### src/rtl/morse_digit_keyer.sv
// morse_digit_keyer
// -----------------
// Serial Morse transmitter for BCD digits. A rising edge on `ready` while idle
// latches DIGITS BCD digits from `digits_in`. Each digit is keyed on `key_out`
// as its 5-symbol Morse pattern with standard unit timing:
//   dot = 1 unit, dash = 3 units, gap between symbols = 1 unit,
//   gap between digits = 3 units, no trailing gap after the last mark.
// A load containing any digit above 9 sets `invalid` and sends nothing.
//
// Parameters
//   UNIT_CYCLES : clock cycles per Morse time unit (>= 1)
//   DIGITS      : digits per message (>= 1)
// Ports
//   clk         : system clock, rising edge
//   reset       : asynchronous active-high reset
//   digits_in   : BCD digits, most significant nibble is sent first
//   ready       : load request, acts on its rising edge only
//   key_out     : Morse key, 1 = mark
//   symbols_out : pattern of the digit being sent, bit 4 = first symbol, 1 = dash
//   busy        : message in progress
//   done        : one-cycle pulse as the last mark of a message ends
//   invalid     : last load attempt contained a digit above 9
module morse_digit_keyer #(
    parameter int UNIT_CYCLES = 12500000,
    parameter int DIGITS      = 4
) (
    input  logic                clk,
    input  logic                reset,
    input  logic [4*DIGITS-1:0] digits_in,
    input  logic                ready,
    output logic                key_out,
    output logic [4:0]          symbols_out,
    output logic                busy,
    output logic                done,
    output logic                invalid
);

    localparam int CW = $clog2(UNIT_CYCLES + 1);
    localparam int DW = (DIGITS > 1) ? $clog2(DIGITS) : 1;
    localparam logic [CW-1:0] UNIT_LAST = CW'(UNIT_CYCLES - 1);
    localparam logic [DW-1:0] DIG_LAST  = DW'(DIGITS - 1);

    typedef enum logic [1:0] {
        S_IDLE = 2'd0,
        S_MARK = 2'd1,
        S_GAP  = 2'd2
    } state_t;

    // Morse digit table, dash = 1, first symbol in bit 4.
    function automatic logic [4:0] encode(input logic [3:0] d);
        logic [4:0] p;
        case (d)
            4'd0:    p = 5'b11111;
            4'd1:    p = 5'b01111;
            4'd2:    p = 5'b00111;
            4'd3:    p = 5'b00011;
            4'd4:    p = 5'b00001;
            4'd5:    p = 5'b00000;
            4'd6:    p = 5'b10000;
            4'd7:    p = 5'b11000;
            4'd8:    p = 5'b11100;
            4'd9:    p = 5'b11110;
            default: p = 5'b00000;
        endcase
        return p;
    endfunction

    // Registers
    state_t              r_state;
    logic [CW-1:0]       r_cyc;       // cycles left in the current unit, minus one
    logic [1:0]          r_left;      // units left in the current state, minus one
    logic [4*DIGITS-1:0] r_buf;       // digit shift buffer, current digit on top
    logic [DW-1:0]       r_dig_left;  // digits still to send after the current one
    logic [2:0]          r_sym;       // index of the current symbol within the digit
    logic [4:0]          r_pat;
    logic                r_ready_q;
    logic                r_key;
    logic                r_busy;
    logic                r_done;
    logic                r_invalid;

    // Next-state wires
    state_t              w_state_next;
    logic [CW-1:0]       w_cyc_next;
    logic [1:0]          w_left_next;
    logic [4*DIGITS-1:0] w_buf_next;
    logic [DW-1:0]       w_dig_left_next;
    logic [2:0]          w_sym_next;
    logic [4:0]          w_pat_next;
    logic                w_invalid_next;
    logic                w_done_next;
    logic                w_key_next;
    logic                w_busy_next;

    // Helpers
    logic [DIGITS-1:0]   w_digit_bad;
    logic                w_any_bad;
    logic                w_edge;
    logic                w_unit_end;
    logic                w_state_end;
    logic [4:0]          w_first_pat;
    logic [4*DIGITS-1:0] w_shift_buf;
    logic [4:0]          w_next_pat;
    logic [4:0]          w_pat_shift;

    genvar gi;
    generate
        for (gi = 0; gi < DIGITS; gi++) begin : g_digit_check
            assign w_digit_bad[gi] = (digits_in[4*gi +: 4] > 4'd9);
        end
    endgenerate

    assign w_any_bad   = |w_digit_bad;
    assign w_edge      = ready & ~r_ready_q;
    assign w_unit_end  = (r_cyc == '0);
    assign w_state_end = w_unit_end && (r_left == 2'd0);
    assign w_first_pat = encode(digits_in[4*DIGITS-1 -: 4]);
    assign w_shift_buf = r_buf << 4;
    assign w_next_pat  = encode(w_shift_buf[4*DIGITS-1 -: 4]);
    // Bit 4 of this is the symbol that follows the current one.
    assign w_pat_shift = r_pat << (r_sym + 3'd1);

    always_ff @(posedge clk or posedge reset) begin
        if (reset) begin
            r_state    <= S_IDLE;
            r_cyc      <= '0;
            r_left     <= '0;
            r_buf      <= '0;
            r_dig_left <= '0;
            r_sym      <= '0;
            r_pat      <= '0;
            r_ready_q  <= 1'b1;   // a level held through reset is not an edge
            r_key      <= 1'b0;
            r_busy     <= 1'b0;
            r_done     <= 1'b0;
            r_invalid  <= 1'b0;
        end else begin
            r_state    <= w_state_next;
            r_cyc      <= w_cyc_next;
            r_left     <= w_left_next;
            r_buf      <= w_buf_next;
            r_dig_left <= w_dig_left_next;
            r_sym      <= w_sym_next;
            r_pat      <= w_pat_next;
            r_ready_q  <= ready;
            r_key      <= w_key_next;
            r_busy     <= w_busy_next;
            r_done     <= w_done_next;
            r_invalid  <= w_invalid_next;
        end
    end

    always_comb begin
        w_state_next    = r_state;
        w_cyc_next      = r_cyc;
        w_left_next     = r_left;
        w_buf_next      = r_buf;
        w_dig_left_next = r_dig_left;
        w_sym_next      = r_sym;
        w_pat_next      = r_pat;
        w_invalid_next  = r_invalid;
        w_done_next     = 1'b0;

        case (r_state)
            S_IDLE: begin
                if (w_edge) begin
                    if (w_any_bad) begin
                        w_invalid_next = 1'b1;
                    end else begin
                        w_invalid_next  = 1'b0;
                        w_buf_next      = digits_in;
                        w_dig_left_next = DIG_LAST;
                        w_sym_next      = 3'd0;
                        w_pat_next      = w_first_pat;
                        w_state_next    = S_MARK;
                        w_cyc_next      = UNIT_LAST;
                        w_left_next     = w_first_pat[4] ? 2'd2 : 2'd0;
                    end
                end
            end

            S_MARK: begin
                if (!w_state_end) begin
                    if (w_unit_end) begin
                        w_cyc_next  = UNIT_LAST;
                        w_left_next = r_left - 2'd1;
                    end else begin
                        w_cyc_next = r_cyc - CW'(1);
                    end
                end else if (r_sym != 3'd4) begin
                    w_state_next = S_GAP;
                    w_cyc_next   = UNIT_LAST;
                    w_left_next  = 2'd0;
                end else if (r_dig_left != '0) begin
                    w_state_next = S_GAP;
                    w_cyc_next   = UNIT_LAST;
                    w_left_next  = 2'd2;
                end else begin
                    // Last mark of the message: straight to idle, no trailing gap.
                    w_state_next = S_IDLE;
                    w_done_next  = 1'b1;
                end
            end

            S_GAP: begin
                if (!w_state_end) begin
                    if (w_unit_end) begin
                        w_cyc_next  = UNIT_LAST;
                        w_left_next = r_left - 2'd1;
                    end else begin
                        w_cyc_next = r_cyc - CW'(1);
                    end
                end else if (r_sym == 3'd4) begin
                    // Inter-digit gap over: bring the next digit to the top.
                    w_buf_next      = w_shift_buf;
                    w_dig_left_next = r_dig_left - DW'(1);
                    w_sym_next      = 3'd0;
                    w_pat_next      = w_next_pat;
                    w_state_next    = S_MARK;
                    w_cyc_next      = UNIT_LAST;
                    w_left_next     = w_next_pat[4] ? 2'd2 : 2'd0;
                end else begin
                    w_sym_next   = r_sym + 3'd1;
                    w_state_next = S_MARK;
                    w_cyc_next   = UNIT_LAST;
                    w_left_next  = w_pat_shift[4] ? 2'd2 : 2'd0;
                end
            end

            default: begin
                w_state_next = S_IDLE;
            end
        endcase
    end

    assign w_key_next  = (w_state_next == S_MARK);
    assign w_busy_next = (w_state_next != S_IDLE);

    assign key_out     = r_key;
    assign symbols_out = r_pat;
    assign busy        = r_busy;
    assign done        = r_done;
    assign invalid     = r_invalid;

endmodule

### config.mk
export PLATFORM = sky130hd
export DESIGN_NAME = morse_digit_keyer
export DESIGN_NICKNAME = d
export VERILOG_FILES = /design/src/rtl/morse_digit_keyer.sv
export SDC_FILE = /design/constraint.sdc
export NUM_CORES = 1
export LEC_CHECK = 0
export CAP_MARGIN = 5
export CORE_UTILIZATION = 45
export DETAILED_ROUTE_END_ITERATION = 8
export GPL_TIMING_DRIVEN = 0
export HOLD_SLACK_MARGIN = 0.12
export PLACE_DENSITY = 0.66
export REMOVE_ABC_BUFFERS = 1
export SLEW_MARGIN = 20
export SYNTH_ARGS = -nofsm -noshare
export SYNTH_HDL_FRONTEND = slang
export SYNTH_SLANG_ARGS = --single-unit
export TNS_END_PERCENT = 20
### constraint.sdc
create_clock -name clk -period 6.57 [get_ports clk]
set_clock_uncertainty 0.2 [all_clocks]
set_input_delay 1.314 -clock clk [delete_from_list [all_inputs] [get_ports clk]]
set_output_delay 1.314 -clock clk [all_outputs]
set_load 0.02 [all_outputs]
* Word level (Yosys, flattened, before mapping)
Memory sizes are Yosys's and may differ from the RTL's.
Cells that the tools add are included.
** Storage, ports and cells
- Register bits after elaboration :: 55
- Memory bits (read-only) :: 160
- Bits of input ports :: 19
- Output and inout bits :: 9
- Word-level logic and storage cells :: 100
- Memories kept :: 2
** Operators by class
- Add/subtract/negate cells :: 4
- Order comparisons :: 4
- Equality and inequality tests :: 10
- Shift-type cells :: 1
- Muxes and demuxes :: 52
- Bitwise operators :: 2
- Reductions and logical operators :: 13
** Memory list
- (name not given) :: depth 16, bits a word 5, read ports 1, clocked after Yosys merged registers in 0, write ports 0, RTL line 52 : case (d)
- (name not given) :: depth 16, bits a word 5, read ports 1, clocked after Yosys merged registers in 0, write ports 0, RTL line 52
** Operators with widths (count)
- $mux W24 :: 7
- $pmux W24 S3 :: 1
- $mux W12 :: 4
- $mux W2 :: 21
- $logic_not A24 Y1 :: 1
- $pmux W12 S2 :: 1
- $sub A24 B1 Y24 const B :: 1
- $mux W5 :: 4
- $gt A4 B4 Y1 const B :: 4
- $mux W3 :: 4
- $pmux W2 S3 :: 2
- $pmux W5 S2 :: 1
- $ne A2 B2 Y1 const B :: 4
- $reduce_and A4 Y1 :: 2
- $pmux W3 S2 :: 1
- $reduce_bool A2 Y1 :: 3
- $mux W1 :: 5
- $reduce_and A5 Y1 :: 1
- $shl A5 B3 Y5 :: 1
- $eq A2 B1 Y1 const B :: 2
- $logic_not A2 Y1 :: 2
- $ne A4 B4 Y1 const B :: 1
- $pmux W2 S2 :: 1
- $reduce_or A4 Y1 :: 1
- other kinds (10) :: 11

* Depth between registers and ports, before layout
Gate-level depths: netlist of run 1.
- Depth after elaboration :: 6
- Depth in mapped cells :: 9
- Mapped depth without buffers :: 8

* Worst setup path after synthesis of run 1
OpenSTA, ideal clock, no wires.
- Kind :: in2reg
- Start point :: in digits_in[10]
- End point :: reg r_cyc[17]
- Setup time :: 138 ps
- Arrival time :: 2808 ps
- Required time :: 6232 ps
- Setup slack :: 3424 ps
- Cell stages on the path :: 8
- Cell sequence :: o21ai_0 > nand4_1 > o21a_1 > buf_2 > or3_1 > buf_4 > o41ai_1 > o21ai_0
** On the way
- Cells in the longest elaborated chain, start to end :: 4
** RTL lines
- start, declared :: RTL line 29 : input logic [4*DIGITS-1:0] digits_in,
- $gt A4 B4 Y1 :: RTL line 109 : assign w_digit_bad[gi] = (digits_in[4*gi +: 4] > 4'd9);
- $reduce_or A4 Y1 :: RTL line 113 : assign w_any_bad = |w_digit_bad;
- $ne A2 B2 Y1 (no source line)
- $reduce_and A4 Y1 (no source line)
- end signal, assigned :: RTL line 139 : r_cyc <= w_cyc_next;
- end, declared :: RTL line 70 : logic [CW-1:0] r_cyc;
Every way passes these cells.
A chain may end at the register's enable or synchronous reset.

* Worst setup path in the final report of run 1
- Start point :: in digits_in[14]
- End point :: reg r_cyc[9]
Same word-level chain as after synthesis.

==> metrics.csv, run 1 <==
stage;metric;value;unit
sta;final setup fails;0;
placed_design;number of port buffers;27;
worst_setup_path;Critical Path End Type;flop;
synth;Yosys warning count;0;
route;drt drc;0;
synth;Avg Synthesized Cell Area;8.89;sq um
sta;final period utilization;58.6;%
floorplan;Die ar.;0.00764;sq mm
floorplan;Die Ht;87.4;um
final_layout;Layout Cells excl Fill;487;
global_routing;largest net degree at the start of global routing;56;
sta;RSZ-0062 raised after global routing;false;
run_status;status;finished, final reports clean;
floorplan;row count;30;
synth;most instantiated cells after synthesis;54 x dfrtp_1, 45 x nor2_1, 45 x o21ai_0;
clock_tree;Worst-Skew Late Latency;0.31;ns
route;Vias/cell;5.70;
sta;fmax;0.260;GHz
flow_run;max cap viols;0;
floorplan;I/O Pins;28;
synth;post-synth top area cell;dfrtp_1;
placed_design;final weighted congestion in routability-driven placement;0.792;
global_routing;global-route wire length before repair;11900;um
sta;Sum Neg Setup Slack;0;ns
floorplan;Core ar.;0.00691;sq mm
clock_tree;Post-CTS Setup Repair Bufs;0;
clock_tree;CTS Root Cell;clkbuf_8;
route;DRT iter0 DRCs;124;
clock_tree;CTS clk-pin slew, worst paths;0.10;ns
clock_tree;Clock Sink Count;55;
synth;Top FF cell, synth;dfrtp_1;
power;Clk pwr share;28.1;%
final_layout;FF/Latch Area;0.00138;sq mm
synth;sequential share of the synthesized area;42.0;%
global_routing;vias in the first global route;2476;
route;routed vias;2778;
route;Avg WL per Cell;14.6;um
synth;synth top area cells;dfrtp_1 41%, o21ai_0 6.9%, a21oi_1 5.5%, nor2_1 5.1%, ha_1 3.8%;
clock_tree;CTS tree;yes;
worst_setup_path;Crit Path Category;input port to flop;
synth;number of synthesized flops with an enable pin;0;
global_routing;Tot GR Track Use;20.2;%
global_routing;met2 Usage GRT;34.7;%
placed_design;HPWL after DPL;4980;um
global_routing;initial antenna violation count;0;
clock_tree;hold_buf cts;0;
floorplan;Initial Util;47.5;%
sta;Rel. slew slack;23.1;%
global_routing;busiest metal layer after global routing;met2;
final_layout;Fill cells;680;
route;Final ANT Viol Nets;0;
synth;Synth Instances;369;
global_routing;GR Util met3;3.22;%
synth;top-count cell post-synth;dfrtp_1;
sta;Worst-Margin Slew;1.14;ns
final_layout;Area growth syn-to-layout;14.0;%
hold_path;Hold/Removal Path Class;flop to flop;
final_layout;Layout Nets;419;
final_layout;share of cells above drive strength 1;8.18;%
worst_setup_path;CP startpoint kind;input port;
worst_setup_path;reg2reg start;r_cyc[0];
global_routing;grt total ovfl;0;
power;power per cell area;228;mW/mm^2
synth;asr flop ratio synth;100;%
floorplan;Die X;87.4;um
hold_path;HP Start;r_cyc[15];
power;Switch Pwr;0.258;mW
worst_setup_path;Arr. time, crit path;3.89;ns
worst_setup_path;crit-path max FO;9;
sta;Final Hold Vio Count;0;
final_layout;# diodes;0;
global_routing;GR Layer Usage met1;26.5;%
synth;mapped cell area;0.00328;sq mm
power;Leak;1.48;nW
synth;top cell type's share of synthesized area;41.2;%
route;DRT Pass-1 Iters;4;
sta;min Tclk post-route;3.85;ns
clock_tree;clk buf depth;2;
route;final WL;7130;um
worst_setup_path;worst path required time;6.61;ns
worst_setup_path;Critical Path Start;digits_in[14];
clock_tree;CTS buffer count;5;
sta;hold slack;0.300;ns
placed_design;placed cells;479;
synth;Seq cells post-synth;55;
clock_tree;H-tree levels;2;
clock_tree;post_cts resized;0;
power;combinational share of power;20.6;%
power;switch share;30.3;%
sta;fin. max-slew vios;0;
power;Internal;0.594;mW
final_layout;multi-input logic area;0.00176;sq mm
power;Seq pwr share;51.3;%
synth;library cells used by synthesis;59;
power;Worst VDD drop;0.133;mV
-- power by group through the flow --
stage,clock network [mW],registers [mW],logic (mW)
2_1_floorplan,0,0.445,0.104
3_3_place_gp,0,0.442,0.171
3_5_place_dp,0,0.444,0.176
4_1_cts,0.246,0.437,0.177
5_1_grt,0.257,0.445,0.196
6_report,0.240,0.437,0.175
-- through the flow --
step	power, mW	worst slack [ns]	util, %	instance area (sq um)
after floorplan	0.548	3.28	-	3210
after global placement	0.613	2.34	52.1	3600
after detailed placement	0.620	2.30	52.4	3620
after CTS	0.860	2.64	54.1	3740
after global routing	0.897	2.54	54.1	3740
final	0.852	2.72	54.1	3740
-- cell usage in the layout, fill, tap and decap left out, types with 9 or more instances in the layout --
master and instances:
o21ai_0 45, dfrtp_1 54, inv_1 22, a21oi_1 36, clkdlybuf4s50_1 27, nor3_1 13, ha_1 9, mux2i_1 9
a31oi_1 10, nor2_1 45, nand2_1 23
-- worst max-delay path, cell delays in order --
cell and delay [ns]:
clkdlybuf4s50_1 0.48, o21ai_1 0.23, nand4_1 0.19, o21a_1 0.36, nor3_1 0.96, nand3_1 0.14, o21ai_0 0.20
-- sequential cells by signal (all words and copies together) (netlist names) --
register     count
done             1
r_state          2
busy             1
r_buf           12
key_out          1
r_left           2
r_sym            3
r_dig_left       2
symbols_out      5
r_cyc           24
invalid          1
r_ready_q        1
-- per-layer routing --
layer / part of all wire [%] / vias to the layer above
li1: - / 1392
met1: 47 / 1332
met2: 49 / 47
met3: 3.2 / 7
met4: 0.86 / 0
met5: 0 / -
-- cells by family (layout without fill, tap and decap cells) --
| family | count (synthesis) | in the layout | share of synthesized area (%) |
|---|---|---|---|
| flip-flops | 55 | 55 | 42.0 |
| AND/OR/NAND/NOR | 131 | 131 | 22.2 |
| AO/OA/AOI/OAI | 123 | 123 | 22.6 |
| buffers and inverters | 37 | 59 | 4.92 |
| adder cells (fa/ha/maj) | 10 | 10 | 3.81 |
| multiplexers | 13 | 13 | 4.46 |
-- final cells by class --
| type | count | area share, % |
|---|---|---|
| flip-flops and latches | 55 | 36.8 |
| inverters | 23 | 2.38 |
| repair buffers | 28 | 7.43 |
| well taps | 96 | 3.21 |
| clock buffers | 6 | 2.21 |
| multi-input cells | 277 | 47.0 |
| clock inverters | 2 | 0.937 |
-- final timing paths --
kind	endpoint	slack, ns	cells after the start
max	r_cyc[9]	2.72	7
max reg2reg	r_cyc[15]	3.23	8
min in group asynchronous	symbols_out[4]	1.25	2
min	r_cyc[15]	0.30	1
min reg2reg	r_cyc[15]	0.30	1
max in group asynchronous	r_cyc[19]	4.47	2
No activity file was read; power rests on OpenSTA's default activity.
==> run 2, diff against run 1 <==
==> constraint.sdc (replaced) <==
create_clock -name clk -period 3.6 [get_ports clk]
set_clock_uncertainty 0.2 [all_clocks]
set_input_delay 0.72 -clock clk [delete_from_list [all_inputs] [get_ports clk]]
set_output_delay 0.72 -clock clk [all_outputs]
set_load 0.02 [all_outputs]
==> run 2 against run 1 <==
  * Register-to-register slack got worse by 2.7 ns
  * Critical path depth did not move
  * Critical endpoint unchanged
  * Global-route usage did not move
  * Final area rose by 0.23%
  * Largest cell class unchanged
  * Sequential share of layout area fell by 0.086 points
  * Combinational power rose by 83%
  * Clock-buffer cell count did not move
  * Highest routed layer unchanged
  * Routed wire length rose by 0.69%
==> metrics.csv, run 2 (synthesis gave the netlist of run 1 again) <==
stage;metric;value;unit;change
run_status;status;finished, final reports clean;;
worst_setup_path;r2r endpoint;r_cyc[15];;
final_layout;share of cells above drive strength 1;8.18;%;unchanged
clock_tree;CTS buffer count;5;;unchanged
route;final WL;7180;um;+0.69%
power;Worst VDD drop;0.245;mV;+84%
worst_setup_path;Crit Path Category;input port to flop;;
clock_tree;H-tree levels;2;;unchanged
floorplan;Die X;87.4;um;unchanged
route;Final ANT Viol Nets;0;;unchanged
power;power per cell area;415;mW/mm^2;+82%
floorplan;I/O Pins;28;;unchanged
floorplan;Die ar.;0.00764;sq mm;unchanged
floorplan;Initial Util;47.5;%;unchanged
worst_setup_path;reg2reg start;r_cyc[0];;
global_routing;largest net degree at the start of global routing;56;;unchanged
floorplan;Core ar.;0.00691;sq mm;unchanged
route;routed vias;2785;;+0.25%
worst_setup_path;max incr delay on CP;0.98;ns;+0.02 ns
power;total chip power;1.56;mW;+83%
route;Avg WL per Cell;14.7;um;+0.69%
route;DRT iter0 DRCs;121;;-2.4%
placed_design;area of placed instances;0.00362;sq mm;unchanged
global_routing;initial antenna violation count;0;;unchanged
worst_setup_path;CP startpoint kind;input port;;
worst_setup_path;Critical Path End Type;flop;;
clock_tree;Worst-Skew Late Latency;0.32;ns;about the same
global_routing;vias in the first global route;2476;;unchanged
worst_setup_path;R2R setup slack;0.50;ns;-2.73 ns
worst_setup_path;Critical Path Start;digits_in[14];;
sta;min Tclk post-route;3.28;ns;
worst_setup_path;crit-path max FO;9;;unchanged
worst_setup_path;CP Cell Sequence;clkdlybuf4s50_1 -> o21ai_1 -> nand4_1 -> o21a_1 -> nor3_1 -> nand3_1 -> o21ai_0;;
worst_setup_path;worst path required time;3.64;ns;-2.97 ns
route;drt drc;0;;unchanged
floorplan;row count;30;;unchanged
final_layout;Layout Nets;419;;unchanged
clock_tree;hold_buf cts;0;;unchanged
worst_setup_path;Slowest-stage cell, CP;nor3_1;;
clock_tree;clk buf depth;2;;unchanged
placed_design;final weighted congestion in routability-driven placement;0.792;;unchanged
floorplan;Die Ht;87.4;um;unchanged
sta;hold slack;0.301;ns;+0.000593 ns
final_layout;commonest non-fill, non-tap cells in the layout;54 x dfrtp_1, 45 x nor2_1, 45 x o21ai_0;;
sta;Rel. slew slack;21.4;%;-1.7 points
sta;fmax;0.305;GHz;
sta;final period utilization;91.0;%;
placed_design;HPWL after DPL;4980;um;unchanged
global_routing;global-route wire length before repair;11900;um;unchanged
clock_tree;CTS Root Cell;clkbuf_8;;
final_layout;Area growth syn-to-layout;14.3;%;
sta;Final Hold Vio Count;0;;unchanged
worst_setup_path;Worst Setup EP;r_cyc[9];;
final_layout;Layout Cells excl Fill;487;;unchanged
final_layout;Largest register FFs;24;;unchanged
route;DRT Pass-1 Iters;5;;+1
flow_run;max cap viols;0;;unchanged
clock_tree;CTS clk-pin slew, worst paths;0.10;ns;about the same
final_layout;Reg with most FFs;r_cyc;;
final_layout;commonest non-fill, non-tap cell in the layout;dfrtp_1;;
sta;fin. max-slew vios;0;;unchanged
final_layout;# diodes;0;;unchanged
hold_path;Hold/Removal Path Class;flop to flop;;
clock_tree;Clock Sink Count;55;;unchanged
placed_design;placed cells;479;;unchanged
worst_setup_path;R2R cell count;8;;unchanged
sta;RSZ-0062 raised after global routing;false;;
placed_design;number of port buffers;27;;unchanged
power;Leak;1.48;nW;about the same
sta;final setup fails;0;;unchanged
sta;Worst-Margin Slew;1.17;ns;+0.0256 ns
route;Vias/cell;5.72;;+0.25%
worst_setup_path;Arr. time, crit path;3.32;ns;-0.57 ns
clock_tree;CTS tree;yes;;
global_routing;grt total ovfl;0;;unchanged
final_layout;Design Area, Final;0.00375;sq mm;+0.23%
global_routing;Tot GR Track Use;20.2;%;unchanged
[run 2: through the flow]
step	TNS (ns)	setup slack, ns	util (%)
2_1_floorplan	0	0.571	-
3_3_place_gp	-0.168	-0.0507	52.1
3_5_place_dp	-0.145	-0.0711	52.4
4_1_cts	0	0.252	54.1
5_1_grt	0	0.163	54.3
6_report	0	0.324	54.3
[run 2: how the worst min path moves through the flow]
stage | slack [ns] | endpoint | startpoint | depth (start not counted)
detailed placement | 0.28 | r_cyc[15] | r_cyc[15] | 1
floorplan | 0.25 | r_cyc[15] | r_cyc[15] | 1
global route | 0.32 | r_cyc[15] | r_cyc[15] | 1
global placement | 0.28 | r_cyc[15] | r_cyc[15] | 1
finish | 0.30 | r_cyc[15] | r_cyc[15] | 1
CTS | 0.30 | r_cyc[15] | r_cyc[15] | 1
[run 2: area by class of cell]
cell class / instances / area [sq um]
clock buffer: 6 / 82.6
fill: 680 / 3160
inverter: 23 / 88.8
sequential: 55 / 1380
clock inverter: 2 / 35.0
multi-input combinational: 277 / 1770
timing repair buffer: 28 / 278
tap: 96 / 120
[run 2: worst max-delay path: cells and delay by family]
| family | cells | cell delay (ns) |
|---|---|---|
| simple gates | 3 | 1.31 |
| compound gates | 3 | 0.79 |
| buf+inv | 1 | 0.49 |
[run 2: repair_timing]
item,CTS,global route
gates resized for setup,0,1
setup buffers,0,0
endpoints found under the hold margin,0,0
setup endpoints to repair,0,1
[run 2: report_power, final]
part	switching, mW	internal (mW)	leakage (nW)	total, mW
clock network	0.213	0.226	0.0612	0.438
logic	0.173	0.148	0.791	0.320
registers	0.0875	0.710	0.630	0.798
total	0.473	1.08	1.48	1.56
[run 2: routing by layer]
layer  global-route usage [%]  share of wire, %  up-vias
li1                         -                 -     1392
met4                     5.37              0.99        0
met3                     3.22               3.7        6
met2                     34.7                48       56
met1                     26.5                47     1331
met5                        0                 0        -
==> run 3, diff against run 2 <==
--- a/config.mk
+++ b/config.mk
@@ -12,7 +12,7 @@
 export HOLD_SLACK_MARGIN = 0.12
 export PLACE_DENSITY = 0.66
 export REMOVE_ABC_BUFFERS = 1
-export SLEW_MARGIN = 20
+export SLEW_MARGIN = 30
 export SYNTH_ARGS = -nofsm -noshare
 export SYNTH_HDL_FRONTEND = slang
 export SYNTH_SLANG_ARGS = --single-unit
==> run 3 against run 2 <==
  * Core utilization rose by 0.31 points
  * Die area did not move
  * Worst hold slack got worse by 0.00093 ns
  * Total power fell by 0.46%
  * Critical endpoint is now r_cyc[19]
  * Largest power group unchanged
  * Highest routed layer unchanged
==> metrics.csv, run 3 (synthesis gave the netlist of run 1 again) <==
stage;metric;value;unit;change
power;Internal;1.09;mW;+0.18%
run_status;status;finished, final reports clean;;
route;drt drc;0;;unchanged
global_routing;vias in the first global route;2524;;+1.9%
floorplan;Core ar.;0.00691;sq mm;unchanged
final_layout;Fill cells;664;;-2.4%
worst_setup_path;worst path required time;3.58;ns;-0.06 ns
sta;Worst-Margin Slew;0.805;ns;-0.364 ns
sta;RSZ-0062 raised after global routing;false;;
floorplan;Die Ht;87.4;um;unchanged
final_layout;Largest register FFs;24;;unchanged
power;Worst VDD drop;0.218;mV;-11%
clock_tree;CTS tree;yes;;
power;Clk pwr share;27.9;%;-0.3 points
route;Avg WL per Cell;14.5;um;-1.7%
worst_setup_path;r2r endpoint;r_cyc[15];;
clock_tree;Worst-Skew Late Latency;0.31;ns;about the same
final_layout;multi-input logic area;0.00178;sq mm;+0.50%
worst_setup_path;Crit Path Category;input port to flop;;
final_layout;Reg with most FFs;r_cyc;;
clock_tree;Clock Sink Count;55;;unchanged
clock_tree;clk buf depth;2;;unchanged
power;power per cell area;411;mW/mm^2;-1.0%
clock_tree;H-tree levels;2;;unchanged
sta;Rel. slew slack;46.1;%;+25 points
route;DRT iter0 DRCs;110;;-9.1%
hold_path;Hold/Removal Path Class;flop to flop;;
route;routed vias;2749;;-1.3%
final_layout;Design Area, Final;0.00377;sq mm;+0.57%
floorplan;row count;30;;unchanged
clock_tree;CTS Root Cell;clkbuf_8;;
global_routing;global-route wire length before repair;12000;um;+0.40%
final_layout;Area growth syn-to-layout;14.9;%;
route;Final ANT Viol Nets;0;;unchanged
sta;fin. max-slew vios;0;;unchanged
sta;final period utilization;87.3;%;-3.7 points
worst_setup_path;reg2reg start;r_cyc[0];;
global_routing;Tot GR Track Use;20.2;%;-0.044 points
sta;Final Hold Vio Count;0;;unchanged
power;Seq pwr share;51.5;%;+0.3 points
flow_run;max cap viols;0;;unchanged
worst_setup_path;R2R setup slack;0.49;ns;about the same
route;Vias/cell;5.64;;-1.3%
floorplan;Die ar.;0.00764;sq mm;unchanged
clock_tree;CTS buffer count;5;;unchanged
final_layout;fin util;54.6;%;+0.31 points
final_layout;# diodes;0;;unchanged
power;Leak;1.49;nW;+0.33%
clock_tree;hold_buf cts;0;;unchanged
hold_path;Hold EP;r_cyc[15];;
final_layout;FF/Latch Area;0.00138;sq mm;unchanged
worst_setup_path;Arr. time, crit path;3.13;ns;-0.19 ns
final_layout;Layout Cells excl Fill;487;;unchanged
global_routing;initial antenna violation count;0;;unchanged
global_routing;grt total ovfl;0;;unchanged
floorplan;Die X;87.4;um;unchanged
sta;min Tclk post-route;3.14;ns;-0.133 ns
worst_setup_path;Critical Path End Type;flop;;
placed_design;number of port buffers;27;;unchanged
global_routing;largest net degree at the start of global routing;33;;-41%
sta;fmax;0.318;GHz;+4.2%
placed_design;HPWL after DPL;4990;um;+0.16%
power;combinational share of power;20.6;%;about the same
power;switch share;29.9;%;-0.45 points
hold_path;worst hold stages;1;;unchanged
power;total chip power;1.55;mW;-0.46%
clock_tree;CTS clk-pin slew, worst paths;0.10;ns;about the same
floorplan;I/O Pins;28;;unchanged
route;final WL;7060;um;-1.7%
final_layout;commonest non-fill, non-tap cells in the layout;54 x dfrtp_1, 45 x nor2_1, 45 x o21ai_0;;
final_layout;Layout Nets;419;;unchanged
power;Switch Pwr;0.464;mW;-1.9%
worst_setup_path;R2R cell count;8;;unchanged
floorplan;Initial Util;47.5;%;unchanged
worst_setup_path;crit-path max FO;11;;+2
final_layout;share of cells above drive strength 1;8.70;%;+0.51 points
worst_setup_path;CP startpoint kind;input port;;
placed_design;final weighted congestion in routability-driven placement;0.792;;unchanged
hold_path;HP Start;r_cyc[15];;
placed_design;area of placed instances;0.00364;sq mm;+0.59%
final_layout;commonest non-fill, non-tap cell in the layout;dfrtp_1;;
route;DRT Pass-1 Iters;4;;-1
sta;final setup fails;0;;unchanged
placed_design;placed cells;479;;unchanged
## run 3: power groups by stage
stage / Sequential, mW / Combinational, mW / Clock, mW
floorplan: 0.812 / 0.189 / 0
global placement: 0.807 / 0.312 / 0
detailed placement: 0.810 / 0.322 / 0
CTS: 0.798 / 0.324 / 0.444
global route: 0.811 / 0.361 / 0.465
finish: 0.798 / 0.319 / 0.432
## run 3: how the worst max path moves through the flow
stage | start | endpoint | cells past startpoint
4_1_cts | r_cyc[0] | r_cyc[15] | 8
2_1_floorplan | r_state[0] | symbols_out[3] | 6
5_1_grt | r_cyc[0] | r_cyc[15] | 8
3_3_place_gp | r_state[0] | symbols_out[4] | 6
3_5_place_dp | digits_in[14] | r_cyc[19] | 7
6_report | digits_in[14] | r_cyc[19] | 7
## run 3: layer usage
metal / GRT usage [%] / part of all wire (%) / vias to the layer above / wire, um
met4: 6.26 / 0.84 / 0 / 59
met1: 26.1 / 47 / 1306 / 3330
met2: 34.5 / 49 / 47 / 3460
met3: 3.32 / 2.9 / 5 / 207
li1: - / - / 1391 / -
met5: 0 / 0 / - / 0
## run 3: what timing repair did
action	4_1_cts	5_1_grt
endpoints found under the setup margin	0	1
gates resized for setup	0	1
buffers inserted	0	0
## run 3: area by class of cell
cell class | instances | area share [%]
Multi-Input combinational cell | 277 | 47.1
Tap cell | 96 | 3.19
Timing Repair Buffer | 28 | 7.70
Clock inverter | 2 | 0.929
Clock buffer | 6 | 2.19
Sequential cell | 55 | 36.5
Inverter | 23 | 2.36
## run 3: metrics by stage
step | hold WS, ns | setup TNS (ns) | worst slack (ns)
detailed placement | 0.283 | 0 | 0.136
global placement | 0.277 | -0.168 | -0.0507
global route | 0.328 | 0 | 0.255
CTS | 0.296 | 0 | 0.245
floorplan | 0.251 | 0 | 0.571
finish | 0.300 | 0 | 0.457
## run 3: critical path: stages
cell and delay [ns]:
clkdlybuf4s50_1 0.48, o21ai_1 0.22, nand4_1 0.19, o21a_1 0.36
or3_1 0.63, o41ai_1 0.39, o21ai_0 0.14
==> RTL edit 1, RTL diff (config.mk and constraints of run 2) <==
`r_buf` no longer has a reset.
--- a/src/rtl/morse_digit_keyer.sv
+++ b/src/rtl/morse_digit_keyer.sv
@@ -125,7 +125,6 @@
             r_state    <= S_IDLE;
             r_cyc      <= '0;
             r_left     <= '0;
-            r_buf      <= '0;
             r_dig_left <= '0;
             r_sym      <= '0;
             r_pat      <= '0;
@@ -138,7 +137,6 @@
             r_state    <= w_state_next;
             r_cyc      <= w_cyc_next;
             r_left     <= w_left_next;
-            r_buf      <= w_buf_next;
             r_dig_left <= w_dig_left_next;
             r_sym      <= w_sym_next;
             r_pat      <= w_pat_next;
@@ -148,6 +146,10 @@
             r_done     <= w_done_next;
             r_invalid  <= w_invalid_next;
         end
+    end
+
+    always_ff @(posedge clk) begin
+        r_buf <= w_buf_next;
     end
 
     always_comb begin
Function: same outputs for any inputs over 10 cycles, from zero or initial values and one cycle with reset high; that may be too few to reach the edited logic, so the function may still have changed.
==> RTL edit 1 against run 2 <==
  * Core utilization grew 0.96 points
  * Routed wire length grew 6.0%
  * Count of clock-buffer cells in the layout grew 3
  * Synthesized cell count grew 1.1%
  * Area after synthesis grew 4.7%
  * Sequential cell count grew 5
  * Design area grew 8.0%
  * Setup slack gained 100 ps
Power is not compared: it rests on default switching activity, and its combinational part moved more than twofold at a synthesized area within 25%.
==> RTL edit 1: results (changes against run 2) <==
| Metric | Value |
|---|---|
| Reg2Reg Setup Slack | 440 ps (-60 ps) |
| Status | finished, final reports clean |
| Post-synth EDFFs | 12 (+12) |
| Layout cells sized above 1 | 12.0% (+3.8 points) |
| Global-route wire length before repair | 12900 µm (+8.0%) |
| Starting DRT DRC Count | 155 (+28%) |
| Largest net degree at the start of global routing | 33 (-41%) |
| Hold endpoint | symbols_out[0] |
| Synth unique cells | 65 (+10%) |
| Min Hold Slack | 313 ps (+11.6 ps) |
| Post-Route WL | 7610 µm (+6.0%) |
| Worst-margin pin slew | 877 ps (-293 ps) |
| Post-DP Area | 3820 µm² (+5.6%) |
| HP Start | symbols_out[0] |
| Ys async rst share | 71.7% (-28 points) |
| GRT Total Usage | 21.3% (+1.1 points) |
| Placed Instances | 489 (+2.1%) |
| CP arrival | 2950 ps (-370 ps) |
| Clock Latency Late Sink | 340 ps (+20 ps) |
| Filler cells | 645 (-5.1%) |
| Critical path's largest stage delay | 490 ps (-490 ps) |
| Main area contributors after synthesis | dfrtp_1 (31%), edfxtp_1 (10%), o21ai_0 (6.8%) |
| Sequential-to-total area share from yosys stat | 44.8% (+2.8 points) |
| Max H-tree Level | 3 (+1) |
| Worst-path clk slew | 80 ps (-20 ps) |
| Crit path max fanout | 21 (+12) |
| HPWL Detailed | 5420 µm (+8.8%) |
| NumNets Final | 433 (+3.3%) |
| Synthesized-area fraction occupied by xor and xnor cells | 0.510% (+0.51 points) |
| CP top delay family | buffers and inverters |
| Routability cong. | 0.854 (+7.9%) |
-- RTL edit 1: changes by cell type in the layout (fill, tap and decap cells not counted), sizes merged, moves of 5 or more --
cell	run 2	this run
buf	1	6
dfrtp	54	42
dfxtp	0	5
edfxtp	0	12
nand3	9	4
nor2	45	32
nor2b	2	7
o31ai	2	9
-- RTL edit 1: routing by layer --
metal  GRT usage (%)  vias up  share of wire (%)
li1                -     1436                  -
met1            29.9     1383                 49
met4            7.50        0                1.4
met5               0        -                  0
met3            3.69       11                3.5
met2            33.2       69                 46
-- RTL edit 1: layout make-up --
class                           count  share of cell area (%)
Timing Repair Buffer               33                    8.56
Clock buffer                        9                    3.06
Clock inverter                      7                    1.85
Inverter                           22                    2.04
Sequential cell                    60                    38.0
Multi-Input combinational cell    278                    43.4
Tap cell                           99                    3.06
-- RTL edit 1: power by group --
group | internal, W | switching (W) | leakage (nW)
Combinational | 0.0000238 | 0.0000202 | 0.865
Sequential | 0.000690 | 0.000000119 | 0.666
Clock | 0.000324 | 0.000292 | 0.104
==> RTL edit 2, RTL diff (settings of run 2) <==
Made on the original files. Set the parameter `DIGITS` to 8 (it was 4).
--- a/src/rtl/morse_digit_keyer.sv
+++ b/src/rtl/morse_digit_keyer.sv
@@ -22,7 +22,7 @@
 //   invalid     : last load attempt contained a digit above 9
 module morse_digit_keyer #(
     parameter int UNIT_CYCLES = 12500000,
-    parameter int DIGITS      = 4
+    parameter int DIGITS      = 8
 ) (
     input  logic                clk,
     input  logic                reset,
Ports: changed (resized digits_in); port bits go from 28 to 44. The function was not compared with the original's and may differ.
==> RTL edit 2 against run 2 <==
  * Core utilization rose by 1.3 points
  * Design area rose by 29%
  * Setup slack improved by 33 ps
  * Sequential cell count rose by 17
  * Global-route usage rose by 0.57 points
  * Sequential share of layout area rose by 0.48 points
  * Routed wire length rose by 28%
  * Non-clock buffer count rose by 19
  * Area after synthesis rose by 24%
  * Critical path type unchanged
  * Highest routed layer unchanged
  * Critical endpoint is now r_cyc[12]
  * Final cell count rose by 21%
Power is not compared: it rests on default switching activity, and its combinational part moved more than twofold at a synthesized area within 25%.
==> RTL edit 2: results (changes against run 2) <==
| Metric | Value |
|---|---|
| Status | finished, final reports clean |
| Largest net degree at the start of global routing | 56 (unchanged) |
| HPWL Detailed | 6410 µm (+29%) |
| Routability cong. | 0.822 (+3.8%) |
| Main area contributors after synthesis | dfrtp_1 (44%), mux2i_1 (5.9%), nand2_1 (4.9%) |
| Post-Route WL | 9180 µm (+28%) |
| Initial antenna violation count | 0 (unchanged) |
| Clock Path Buffers | 2 (unchanged) |
| Starting DRT DRC Count | 236 (+95%) |
| Clock Latency Late Sink | 350 ps (+30 ps) |
| Reg2Reg Setup Slack | 480 ps (-20 ps) |
| Yosys warnings | 0 (unchanged) |
| IO buf count | 43 (+59%) |
| GRT Total Usage | 20.8% (+0.57 points) |
| Max reg flops | 28 (+17%) |
| NumNets Final | 522 (+25%) |
| CP arrival | 3250 ps (-70 ps) |
| Sequential-to-total area share from yosys stat | 44.3% (+2.3 points) |
| Postcts setup bufs | 0 (unchanged) |
| Clock root buffer | clkbuf_8 |
| Number of global-route vias before repair | 3196 (+29%) |
| Max H-tree Level | 3 (+1) |
| Final cell count without fillers | 589 (+21%) |
| Post-DP Area | 4620 µm² (+28%) |
| Placed Instances | 573 (+20%) |
| Synth unique cells | 58 (-1.7%) |
| Crit path max fanout | 13 (+4) |
| Hold Path Class | reg2reg |
| Drt pass-1 iters | 4 (-1) |
| Via count | 3370 (+21%) |
| Main synth FF type | dfrtp_1 |
| Tcrit/Tclk final | 90.1% (-0.91 points) |
| Largest register by flop count | r_buf |
| Leakage | 1.93 nW |
| Worst-margin pin slew | 823 ps (-347 ps) |
| Pre-CTS setup slack | -254 ps (-183 ps) |
| Ys async rst share | 100% (unchanged) |
| ANT cells | 0 (unchanged) |
| IR drop worst, VDD | 159 µV |
| Worst-path clk slew | 80 ps (-20 ps) |
| Post-synth top cells | dfrtp_1 (71), nand2_1 (53), o21ai_0 (38), o21ai_1 (34), nor2_1 (27) |
| Mean Syn Cell Area | 9.26 µm² (+4.2%) |
| Inserted Clock Buffers | 9 (+4) |
| Layout cells sized above 1 | 9.98% (+1.8 points) |
| Global-route wire length before repair | 15800 µm (+33%) |
## RTL edit 2: changes by cell type in the layout (fill, tap and decap cells not counted), sizes merged, moves of 12 or more
cell,run 2,this run
a21oi,37,25
clkdlybuf4s50,27,43
dfrtp,54,71
mux2i,9,24
nand2,23,53
nor2,45,28
o21ai,47,73
## RTL edit 2: path summary, 6_finish.rpt
check	from	end	depth (start not counted)
setup / recovery	digits_in[29]	r_cyc[12]	7
hold / removal	r_buf[9]	r_buf[9]	2
setup reg to reg	r_cyc[0]	r_buf[3]	8
hold reg to reg	r_buf[9]	r_buf[9]	2
max in group asynchronous	reset	r_ready_q	3
min in group asynchronous	reset	r_buf[24]	2
## RTL edit 2: cell type report
class / count / area [µm²]
timing repair buffer: 47 / 517
multi-input combinational: 330 / 2120
fill: 771 / 3880
inverter: 16 / 62.6
tap: 108 / 135
clock inverter: 6 / 67.6
sequential: 72 / 1800
clock buffer: 10 / 138
## RTL edit 2: worst max-delay path, stage by stage
cell and delay [ps]:
clkdlybuf4s50_1 490, o21ai_1 230, nand4_1 220, o31a_1 360, or3_2 640, nor2_4 430
a41oi_2 160
## RTL edit 2: metrics by stage
step / TNS (ps) / hold WS (ps)
6_report: 0 / 285
5_1_grt: 0 / 314
4_1_cts: 0 / 285
3_5_place_dp: -5710 / 270
3_3_place_gp: -87610 / 260
2_1_floorplan: -9030 / 246
## RTL edit 2: what timing repair did
item | CTS | global route
hold buffers | 0 | 0
setup endpoints to repair | 0 | 24
resized for setup | 0 | 2
## RTL edit 2: routing by layer
metal	vias to the layer above	global-route usage, %	wire (µm)
met2	47	31.9	4280
met3	6	4.53	284
met1	1624	29.8	4530
li1	1693	-	-
met4	0	5.63	82
met5	-	0	0
## RTL edit 2: cell families (layout without fill, tap and decap cells)
logic type               Yosys count  after routing  share of synthesized area, %
flip-flops                        72             72                          44.3
buffers and inverters             37             79                          4.09
AO/OA/AOI/OAI                    148            148                          23.0
adder cells (fa/ha/maj)           11             11                          3.38
AND/OR/NAND/NOR                  142            142                          18.0
XOR/XNOR                           2              2                         0.431
multiplexers                      27             27                          6.74
## RTL edit 2: power breakdown
group	total, W	switching [W]	internal [W]
Combinational	0.0000925	0.0000442	0.0000483
Sequential	0.000811	0.000000895	0.000810
Clock	0.000663	0.000322	0.000341
